**src/rtl/aes_pkg.sv**
```systemverilog
// ----------------------------------------------------------------------------
// aes_pkg
// Shared types and constants for the SPI-to-AES sequencer.
//   TEXT_BITS    : AES block width
//   LEN_W        : width of the cs-low frame length counter (saturates at 511)
//   ctrl_state_e : sequencer state encoding
//   calc_dw()    : SPI data bus width for a given key length in 32-bit words
// ----------------------------------------------------------------------------
package aes_pkg;

    localparam int TEXT_BITS = 128;
    localparam int LEN_W     = 9;

    typedef enum logic [1:0] {
        WAIT_KEY = 2'd0,
        READY    = 2'd1,
        START    = 2'd2,
        BUSY     = 2'd3
    } ctrl_state_e;

    // The SPI shift register must hold the wider of a key frame and a text frame.
    function automatic int calc_dw(input int nk);
        return (nk * 32 > TEXT_BITS) ? nk * 32 : TEXT_BITS;
    endfunction

endpackage

```
**src/rtl/aes_spi_frame_cnt.sv**
```systemverilog
// ----------------------------------------------------------------------------
// aes_spi_frame_cnt
// Counts consecutive cs-low cycles and flags the end of each frame.
// Ports:
//   clk, rst   : system clock, asynchronous active-high reset
//   cs         : SPI chip select, active low, synchronous to clk
//   frame_end  : high in the first cs=1 cycle after one or more cs=0 cycles
//   len        : number of cs=0 cycles in the frame (valid with frame_end)
// ----------------------------------------------------------------------------
module aes_spi_frame_cnt
    import aes_pkg::*;
(
    input  logic             clk,
    input  logic             rst,
    input  logic             cs,
    output logic             frame_end,
    output logic [LEN_W-1:0] len
);

    logic [LEN_W-1:0] len_q, len_d;

    // Saturating count so an overlong frame can never wrap into a legal length.
    always_comb begin
        len_d = len_q;
        if (cs) begin
            len_d = '0;
        end else if (len_q != '1) begin
            len_d = len_q + 1'b1;
        end
    end

    always_ff @(posedge clk or posedge rst) begin
        if (rst) begin
            len_q <= '0;
        end else begin
            len_q <= len_d;
        end
    end

    // len_q is only non-zero after at least one cs=0 cycle.
    assign frame_end = cs && (len_q != '0);
    assign len       = len_q;

endmodule

```
**src/rtl/aes_spi_ctrl.sv**
```systemverilog
// ----------------------------------------------------------------------------
// aes_spi_ctrl
// Sequencer between the SPI front-end and the AES core. The first valid frame
// after reset is latched as the key, every later valid frame as a text block
// that starts the core once. The core result is captured and handed back to
// the SPI front-end for shifting out during the next frame.
//
// Optional feature: define AES_CTRL_TIMEOUT_EN to abort a core operation that
// has not answered within 4*(Nr+1) BUSY cycles.
//
// Ports:
//   clk, rst     : system clock, asynchronous active-high reset
//   cs           : SPI chip select, active low
//   spi_data     : parallel view of the SPI shift register
//   aes_done     : core completion pulse, aes_result valid in the same cycle
//   aes_result   : core output block
//   key          : latched key
//   text         : latched input block
//   aes_start    : one-cycle start pulse to the core
//   result       : captured core output
//   result_load  : one-cycle pulse to preload result into the SPI shifter
//   key_valid    : key has been latched
//   busy         : core operation in flight (START and BUSY)
//   frame_err    : one-cycle pulse on a rejected frame or timeout
//
// state    | meaning
// ---------+--------------------------------------------------------------
// WAIT_KEY | no key yet; next valid key-length frame becomes the key
// READY    | key held; next 128-cycle frame becomes the text block
// START    | aes_start asserted for this single cycle
// BUSY     | waiting for aes_done; frames ending here are overruns
// ----------------------------------------------------------------------------
module aes_spi_ctrl
    import aes_pkg::*;
#(
    parameter int Nk = 4,
    parameter int Nr = 10,
    parameter int DW = calc_dw(Nk)
) (
    input  logic                 clk,
    input  logic                 rst,
    input  logic                 cs,
    input  logic [DW-1:0]        spi_data,
    input  logic                 aes_done,
    input  logic [TEXT_BITS-1:0] aes_result,
    output logic [Nk*32-1:0]     key,
    output logic [TEXT_BITS-1:0] text,
    output logic                 aes_start,
    output logic [TEXT_BITS-1:0] result,
    output logic                 result_load,
    output logic                 key_valid,
    output logic                 busy,
    output logic                 frame_err
);

    localparam int               KEY_BITS = Nk * 32;
    localparam logic [LEN_W-1:0] KEY_LEN  = LEN_W'(KEY_BITS);
    localparam logic [LEN_W-1:0] TEXT_LEN = LEN_W'(TEXT_BITS);

    if (!(Nk == 4 || Nk == 6 || Nk == 8) || Nr < 1) begin : g_bad_param
        $error("aes_spi_ctrl: unsupported Nk/Nr");
    end

    logic             frame_end;
    logic [LEN_W-1:0] len;

    ctrl_state_e          state_q, state_d;
    logic [KEY_BITS-1:0]  key_q, key_d;
    logic [TEXT_BITS-1:0] text_q, text_d;
    logic [TEXT_BITS-1:0] result_q, result_d;
    logic                 key_valid_q, key_valid_d;
    logic                 result_load_q, result_load_d;
    logic                 frame_err_q, frame_err_d;

`ifdef AES_CTRL_TIMEOUT_EN
    localparam int               TO_CYCLES = 4 * (Nr + 1);
    localparam int               TMR_W     = $clog2(TO_CYCLES);
    localparam logic [TMR_W-1:0] TMR_LOAD  = TMR_W'(TO_CYCLES - 1);

    logic [TMR_W-1:0] tmr_q, tmr_d;
`endif

    aes_spi_frame_cnt u_frame_cnt (
        .clk       (clk),
        .rst       (rst),
        .cs        (cs),
        .frame_end (frame_end),
        .len       (len)
    );

    always_comb begin
        state_d       = state_q;
        key_d         = key_q;
        text_d        = text_q;
        result_d      = result_q;
        key_valid_d   = key_valid_q;
        result_load_d = 1'b0;
        frame_err_d   = 1'b0;
`ifdef AES_CTRL_TIMEOUT_EN
        tmr_d         = tmr_q;
`endif

        case (state_q)
            WAIT_KEY: begin
                if (frame_end) begin
                    if (len == KEY_LEN) begin
                        key_d       = spi_data[KEY_BITS-1:0];
                        key_valid_d = 1'b1;
                        state_d     = READY;
                    end else begin
                        frame_err_d = 1'b1;
                    end
                end
            end

            READY: begin
                if (frame_end) begin
                    if (len == TEXT_LEN) begin
                        text_d  = spi_data[TEXT_BITS-1:0];
                        state_d = START;
                    end else begin
                        frame_err_d = 1'b1;
                    end
                end
            end

            START: begin
                // Unreachable in practice (a frame cannot end two cycles in a
                // row), but an overrun is still an overrun.
                if (frame_end) begin
                    frame_err_d = 1'b1;
                end
                state_d = BUSY;
`ifdef AES_CTRL_TIMEOUT_EN
                tmr_d   = TMR_LOAD;
`endif
            end

            BUSY: begin
                // The frame shifted out the previous result; its input is dropped.
                if (frame_end) begin
                    frame_err_d = 1'b1;
                end
                if (aes_done) begin
                    result_d      = aes_result;
                    result_load_d = 1'b1;
                    state_d       = READY;
                end
`ifdef AES_CTRL_TIMEOUT_EN
                else if (tmr_q == '0) begin
                    frame_err_d = 1'b1;
                    state_d     = READY;
                end else begin
                    tmr_d = tmr_q - 1'b1;
                end
`endif
            end

            default: state_d = WAIT_KEY;
        endcase
    end

    always_ff @(posedge clk or posedge rst) begin
        if (rst) begin
            state_q       <= WAIT_KEY;
            key_q         <= '0;
            text_q        <= '0;
            result_q      <= '0;
            key_valid_q   <= 1'b0;
            result_load_q <= 1'b0;
            frame_err_q   <= 1'b0;
        end else begin
            state_q       <= state_d;
            key_q         <= key_d;
            text_q        <= text_d;
            result_q      <= result_d;
            key_valid_q   <= key_valid_d;
            result_load_q <= result_load_d;
            frame_err_q   <= frame_err_d;
        end
    end

`ifdef AES_CTRL_TIMEOUT_EN
    always_ff @(posedge clk or posedge rst) begin
        if (rst) begin
            tmr_q <= '0;
        end else begin
            tmr_q <= tmr_d;
        end
    end
`endif

    assign key         = key_q;
    assign text        = text_q;
    assign result      = result_q;
    assign key_valid   = key_valid_q;
    assign result_load = result_load_q;
    assign frame_err   = frame_err_q;
    assign aes_start   = (state_q == START);
    assign busy        = (state_q == START) || (state_q == BUSY);

endmodule

```
**config.mk**
```make
export PLATFORM = sky130hd
export DESIGN_NAME = aes_spi_ctrl
export DESIGN_NICKNAME = d
export VERILOG_FILES = /design/src/rtl/aes_pkg.sv /design/src/rtl/aes_spi_frame_cnt.sv /design/src/rtl/aes_spi_ctrl.sv
export SDC_FILE = /design/constraint.sdc
export NUM_CORES = 1
export LEC_CHECK = 0
export CORE_AREA = 2 2 250 252
export DETAILED_ROUTE_END_ITERATION = 8
export DIE_AREA = 0 0 252 254
export GPL_TIMING_DRIVEN = 0
export HOLD_SLACK_MARGIN = 0.08
export PLACE_DENSITY = 0.56
export SYNTH_ARGS = -nofsm -noshare
export SYNTH_HDL_FRONTEND = slang
export SYNTH_SLANG_ARGS = --single-unit
```
**constraint.sdc**
```tcl
create_clock -name clk -period 26.4 [get_ports clk]
set_clock_uncertainty 0.1 [all_clocks]
set_input_delay 5.28 -clock clk [delete_from_list [all_inputs] [get_ports clk]]
set_output_delay 5.28 -clock clk [all_outputs]
set_load 0.01 [all_outputs]
```
==> results.yml, run 1 <==
detailed_routing:
  wl_per_cell_um: 20.81
  vias: 10200
  routed_wl_um: 50250
  drc: 0
  dr.pass1.iters: 4
  postRouteAntennaNets: 0
  via_per_inst: 4.225
  drt_iter0_drc: 288
finish:
  fillers: 5748
  final_cells: 2415
  drive_gt1_share_pct: 23.89
  area_growth_pct: 58.56
  multi_input_area_sq_mm: 0.005132
  layout.nets: 1854
  post-route-cell-area_sq_mm: 0.02454
  seqCellArea_sq_mm: 0.009960
synth:
  synth_area_sq_mm: 0.01548
  synth-seq-cells: 398
  syn_area_per_cell_sq_um: 17.45
  ys_types: 31
  ys_warn_count: 0
  postSynthCellCount: 887
  synth-seq-area-share_pct: 64.35
  synthesis.nets: 1155
sta:
  max_freq_mhz: 133.5
  worstMarginPinSlew_ns: 0.7042
  period_minus_slack_ns: 7.488
  setup_viol: 0
  timing.final.ws_setup_ns: 18.91
  setup-tns-final_ns: 0
  slew-limit-headroom_pct: 53.05
  finalMaxSlewViolations: 0
  rsz0062_at_grt: "no"
  fin_crit_sh_pct: 28.36
  hold_viol: 0
critical_path:
  crit_required_ns: 21.02
  crit_path_max_incr_delay_ns: 0.52
  crit_chain: "inv_1 > ha_1 > or2_2 > clkdlybuf4s50_1"
  reg2reg_depth: 5
  cp_slowest_cell: "clkdlybuf4s50_1"
  end_kind: "output port"
  cp_max_fo: 4
  start_kind: "flip-flop"
  worst-setup-path-type: "reg2out"
  crit_arrival_ns: 2.11
clock_tree:
  cts_tree: "built"
  post-cts-setup-buffers: 0
  cts.sinks: 398
  max-clock-path-buffers: 3
  cts_htree_levels: 2
  cts_resized: 0
  clkLatencyLatePin_ns: 0.56
  cts_made_buffers: 46
  cts_root_buf: "clkbuf_16"
  hold_buffers: 0
  path_clk_slew_ns: 0.06
floorplanning:
  num_rows: 91
  start_util_pct: 25.27
  die_y_um: 254
  num_io_pins: 649
  core_area_sq_mm: 0.06126
  die-width_um: 252
  die-area_sq_mm: 0.06401
placement:
  place_hpwl_um: 37570
  placed_area_sq_mm: 0.02304
  port_buffers: 648
  gp_congestion: 0.8534
  preCtsSetupSlack_ns: 18.55
  dp_cells: 2328
global_routing:
  grt_pass1_vias: 11240
  antenna_found_initial: 6
  grt_max_degree: 129
  grt_overflow_total: 0
  grt_first_pass_wirelength_um: 74040
  grt_usage_pct: 15.30
pwr:
  ir_drop_v: 0.00005375
  p_per_area_mw_per_mm2: 79.62
  power_leakage_nw: 11.28
  power_mw: 1.954
min_path:
  hp-class: "reg2reg"
  whs_path_depth: 1
run:
  drv_cap: 0
run_status:
  status: "completed"
## per-layer routing
layer / vias up / GRT usage (%) / routed length (um)
met5: - / 0 / 13
met4: 2 / 5.900 / 1557
met3: 91 / 4.732 / 3533
met2: 347 / 26.43 / 25530
met1: 5232 / 17.74 / 19610
li1: 4531 / - / -
## cell usage in the layout (no fill, tap or decap), types with 2 or more instances in the layout
cell type and n:
nand2_1 5, inv_1 5, clkbuf_1 32, buf_16 3, nor2_1 10, diode_2 5, nor3_1 2, buf_6 25
clkinv_2 3, clkdlybuf4s50_1 648, nand3_1 2, a21oi_1 2, mux2_4 109, dfrtp_1 398, buf_2 2, bufinv_16 2
and2_1 2, xnor2_1 3, clkinv_8 2, mux2_2 176, clkbuf_16 47, xor2_1 3, buf_4 2, clkbuf_8 9
nor2b_1 2, clkinvlp_4 2, mux2i_1 3, ha_1 8, nand3_2 2, mux2_1 100
## where the power goes
part / internal (mW) / leakage [nW] / total, mW / switching, mW
combinational: 0.326 / 5.30 / 0.536 / 0.210
sequential: 0.721 / 5.26 / 0.785 / 0.0638
clock: 0.373 / 0.718 / 0.633 / 0.260
total: 1.42 / 11.3 / 1.95 / 0.533
## metrics by stage
| step | util (%) | hold slack (ns) |
|---|---|---|
| finish | 40.06 | 0.3875 |
| CTS | 40.04 | 0.3935 |
| detailed placement | 37.62 | 0.3799 |
| floorplan | - | 0.4041 |
| global placement | 37.47 | 0.3536 |
| global route | 40.06 | 0.3994 |
## state kept, by name (all words and copies together), names as in the netlist
| register | count |
|---|---|
| u_frame_cnt.len | 9 |
| text | 128 |
| result_load | 1 |
| state_q | 2 |
| result | 128 |
| key | 128 |
| frame_err | 1 |
| key_valid | 1 |
## final timing paths
path	slack, ns	from	endpoint
worst max-delay path	18.91	state_q[0]	busy
worst min-delay path	0.39	text[0]	text[0]
worst max register to register	23.80	state_q[0]	result[35]
worst min register to register	0.39	text[0]	text[0]
max in group asynchronous	20.04	rst	key[112]
min in group asynchronous	5.09	rst	text[48]
## cell families after synthesis
family,share of synthesized area [%]
fa+ha+maj,0.6468
buf+inv,2.490
mux,30.85
xor+xnor,0.3396
simple gates,1.124
compound gates,0.2021
flops,64.35
## final cells by class
class	instances	share of cell area, %
clock buffers	73	5.557
clock inverters	9	0.4996
plain buffers	44	1.479
flip-flops and latches	398	40.58
multi-input cells	439	20.91
inverters	6	0.1224
repair buffers	651	26.77
diodes	5	0.05098
well taps	790	4.028
## Yosys cell counts (all sizes together)
cell,n,area [sq um]
dfrtp,398,9960
xor2,3,26.28
or2,1,6.260
o21ai,1,5.000
nor3,2,10.01
mux2i,3,30.03
clkbuf,15,56.30
nand2,5,18.77
a21oi,2,10.01
mux2,385,4745
nor4,2,18.77
and3,1,6.260
a21boi,1,7.510
buf,29,306.5
inv,6,22.52
ha,8,100.1
a41oi,1,8.760
nor2,10,37.54
nand2b,1,6.260
nand4b,1,8.760
or3,1,6.260
and2,2,12.51
nor2b,2,12.51
xnor2,3,26.28
nand3,4,30.03
## worst max-delay path: cells and delay by family, from the launching register on
family	cells	cell delay [ns]
buf+inv	2	0.62
flops	1	0.41
simple gates	1	0.30
fa+ha+maj	1	0.22
Note: power is estimated with default switching activity, not from simulation.
==> run 2: changes to the inputs <==
CORE_AREA = 2 2 251 253   (was 2 2 250 252)
DIE_AREA = 0 0 253 255   (was 0 0 252 254)
clock period = 7.4 ns   (was 26.4 ns; I/O delays follow)
==> run 2 against run 1 <==
Effect of this change: die area is 0.79% higher; hold slack worse by 0.019 ns; combinational power increased to 3.6 times the previous value; design area increased by 0.29%; cell count grew 0.54%; first-iteration DRC count up 11%; non-clock buffer count increased by 7; critical endpoint unchanged; largest cell class unchanged.
==> results.yml, run 2 (synthesis gave the netlist of run 1 again) <==
run_status:
  status: "completed"
sta:
  finalMaxSlewViolations: 0
  setup_viol: 0
  slew-limit-headroom_pct: 45.42
  fin_crit_sh_pct: 49.68
  hold_viol: 0
  setup-tns-final_ns: 0
  rsz0062_at_grt: "no"
  max_freq_mhz: 272.0
  period_minus_slack_ns: 3.676
  worstMarginPinSlew_ns: 0.8187
critical_path:
  crit_required_ns: 5.82
  reg2reg_slack_ns: 4.69
  reg2reg_depth: 5
  start_kind: "flip-flop"
  reg2reg_from: "state_q[0]"
  crit_path_max_incr_delay_ns: 0.52
  r2r-end: "result[83]"
  end_kind: "output port"
  cp_slowest_cell: "clkdlybuf4s50_1"
  crit_arrival_ns: 2.10
  worst-setup-path-type: "reg2out"
  crit_chain: "inv_1 > ha_1 > or2_2 > clkdlybuf4s50_1"
  cp_max_fo: 4
min_path:
  hp-class: "reg2reg"
  whs_path_depth: 1
  hp-start: "key_valid"
  min_to: "key_valid"
placement:
  placed_area_sq_mm: 0.02317
  gp_congestion: 0.8061
  port_buffers: 648
  place_hpwl_um: 38290
detailed_routing:
  wl_per_cell_um: 20.49
  drt_iter0_drc: 320
  dr.pass1.iters: 4
  routed_wl_um: 49750
  postRouteAntennaNets: 0
  vias: 10310
  drc: 0
  via_per_inst: 4.246
clock_tree:
  cts_resized: 0
  cts.sinks: 398
  clkLatencyLatePin_ns: 0.56
  cts_htree_levels: 2
  cts_root_buf: "clkbuf_16"
  cts_made_buffers: 47
  post-cts-setup-buffers: 0
  path_clk_slew_ns: 0.05
  max-clock-path-buffers: 3
  cts_tree: "built"
  hold_buffers: 0
finish:
  post-route-cell-area_sq_mm: 0.02461
  fillers: 5813
  area_growth_pct: 59.02
  drive_gt1_share_pct: 24.17
  layout.nets: 1862
  layout_commonest_cell: "clkdlybuf4s50_1"
  final_cell_mix: "clkdlybuf4s50_1 (648), dfrtp_1 (398), mux2_2 (176)"
floorplanning:
  die-area_sq_mm: 0.06452
  start_util_pct: 24.90
  core_area_sq_mm: 0.06216
  die_y_um: 255
  die-width_um: 253
  num_io_pins: 649
  num_rows: 92
global_routing:
  grt_first_pass_wirelength_um: 72300
  grt_pass1_vias: 11230
  grt_max_degree: 43
  antenna_found_initial: 2
  grt_overflow_total: 0
  grt_usage_pct: 14.86
pwr:
  clkPwrFrac_pct: 31.6
  p_int_mw: 5.023
  seq_power_share_pct: 40.3
  ir_drop_v: 0.0002273
  comb_power_share_pct: 28.1
  switching_share_pct: 27.12
  p_per_area_mw_per_mm2: 280.0
  p_switching_mw: 1.869
  power_leakage_nw: 11.31
run:
  drv_cap: 0
## run 2: metrics by stage
stage	setup WS [ns]	hold WS, ns	cells	power (mW)	util, %
2_1_floorplan	0.4622	0.4041	887	3.561	-
3_3_place_gp	-2.466	0.3515	2334	4.736	36.95
3_5_place_dp	3.178	0.3552	2344	4.768	37.27
4_1_cts	3.643	0.3735	2425	7.013	39.58
5_1_grt	3.606	0.3980	2427	7.225	39.59
6_report	3.724	0.3682	2428	6.892	39.60
## run 2: cell type report
cell class,count,area (sq um),share of cell area [%]
sequential,398,9960,40.47
multi-input combinational,439,5132,20.85
antenna,3,7.507,0.03050
buffer,44,362.8,1.474
clock buffer,73,1386,5.633
inverter,6,26.28,0.1068
tap,799,999.7,4.062
timing repair buffer,658,6686,27.17
clock inverter,8,51.30,0.2084
## run 2: layer usage
layer	vias to the layer above	wire length [um]	GRT usage [%]
li1	4546	-	-
met1	5327	19520	17.27
met2	351	25290	25.84
met3	86	3397	4.373
met4	0	1545	5.697
met5	-	0	0
## run 2: power groups by stage
stage | clock network, mW | registers [mW] | logic, mW
finish | 2.18 | 2.78 | 1.93
global route | 2.35 | 2.83 | 2.04
CTS | 2.26 | 2.78 | 1.97
detailed placement | 0 | 2.81 | 1.96
global placement | 0 | 2.80 | 1.93
floorplan | 0 | 2.98 | 0.580
## run 2: worst max-delay path by stage
stage	startpoint	end	cells past startpoint
global placement	rst	key[103]	2
CTS	state_q[0]	busy	4
global route	state_q[0]	busy	4
finish	state_q[0]	busy	4
detailed placement	aes_done	result[83]	5
floorplan	rst	frame_err	1
## run 2: worst max-delay path, delay by kind of cell, from the launching register on
family                     cells  cell delay, ns
buffers and inverters          2            0.62
adders and majority gates      1            0.22
and+or+nand+nor                1            0.30
DFF                            1            0.40
==> run 3: changes to the inputs <==
clock period = 3.43 ns   (was 7.4 ns; I/O delays follow)
==> results of run 3 <==
The final DEF is identical to that of run 2. Status: completed.
Among the figures that moved: setup slack after placement 3.178 ns -> 0.001912 ns; setup slack after layout 3.724 ns -> 0.5478 ns; register-to-register setup slack 4.69 ns -> 0.72 ns; total power 6.892 mW -> 14.87 mW; worst IR drop on VDD 0.0002273 V -> 0.0004904 V
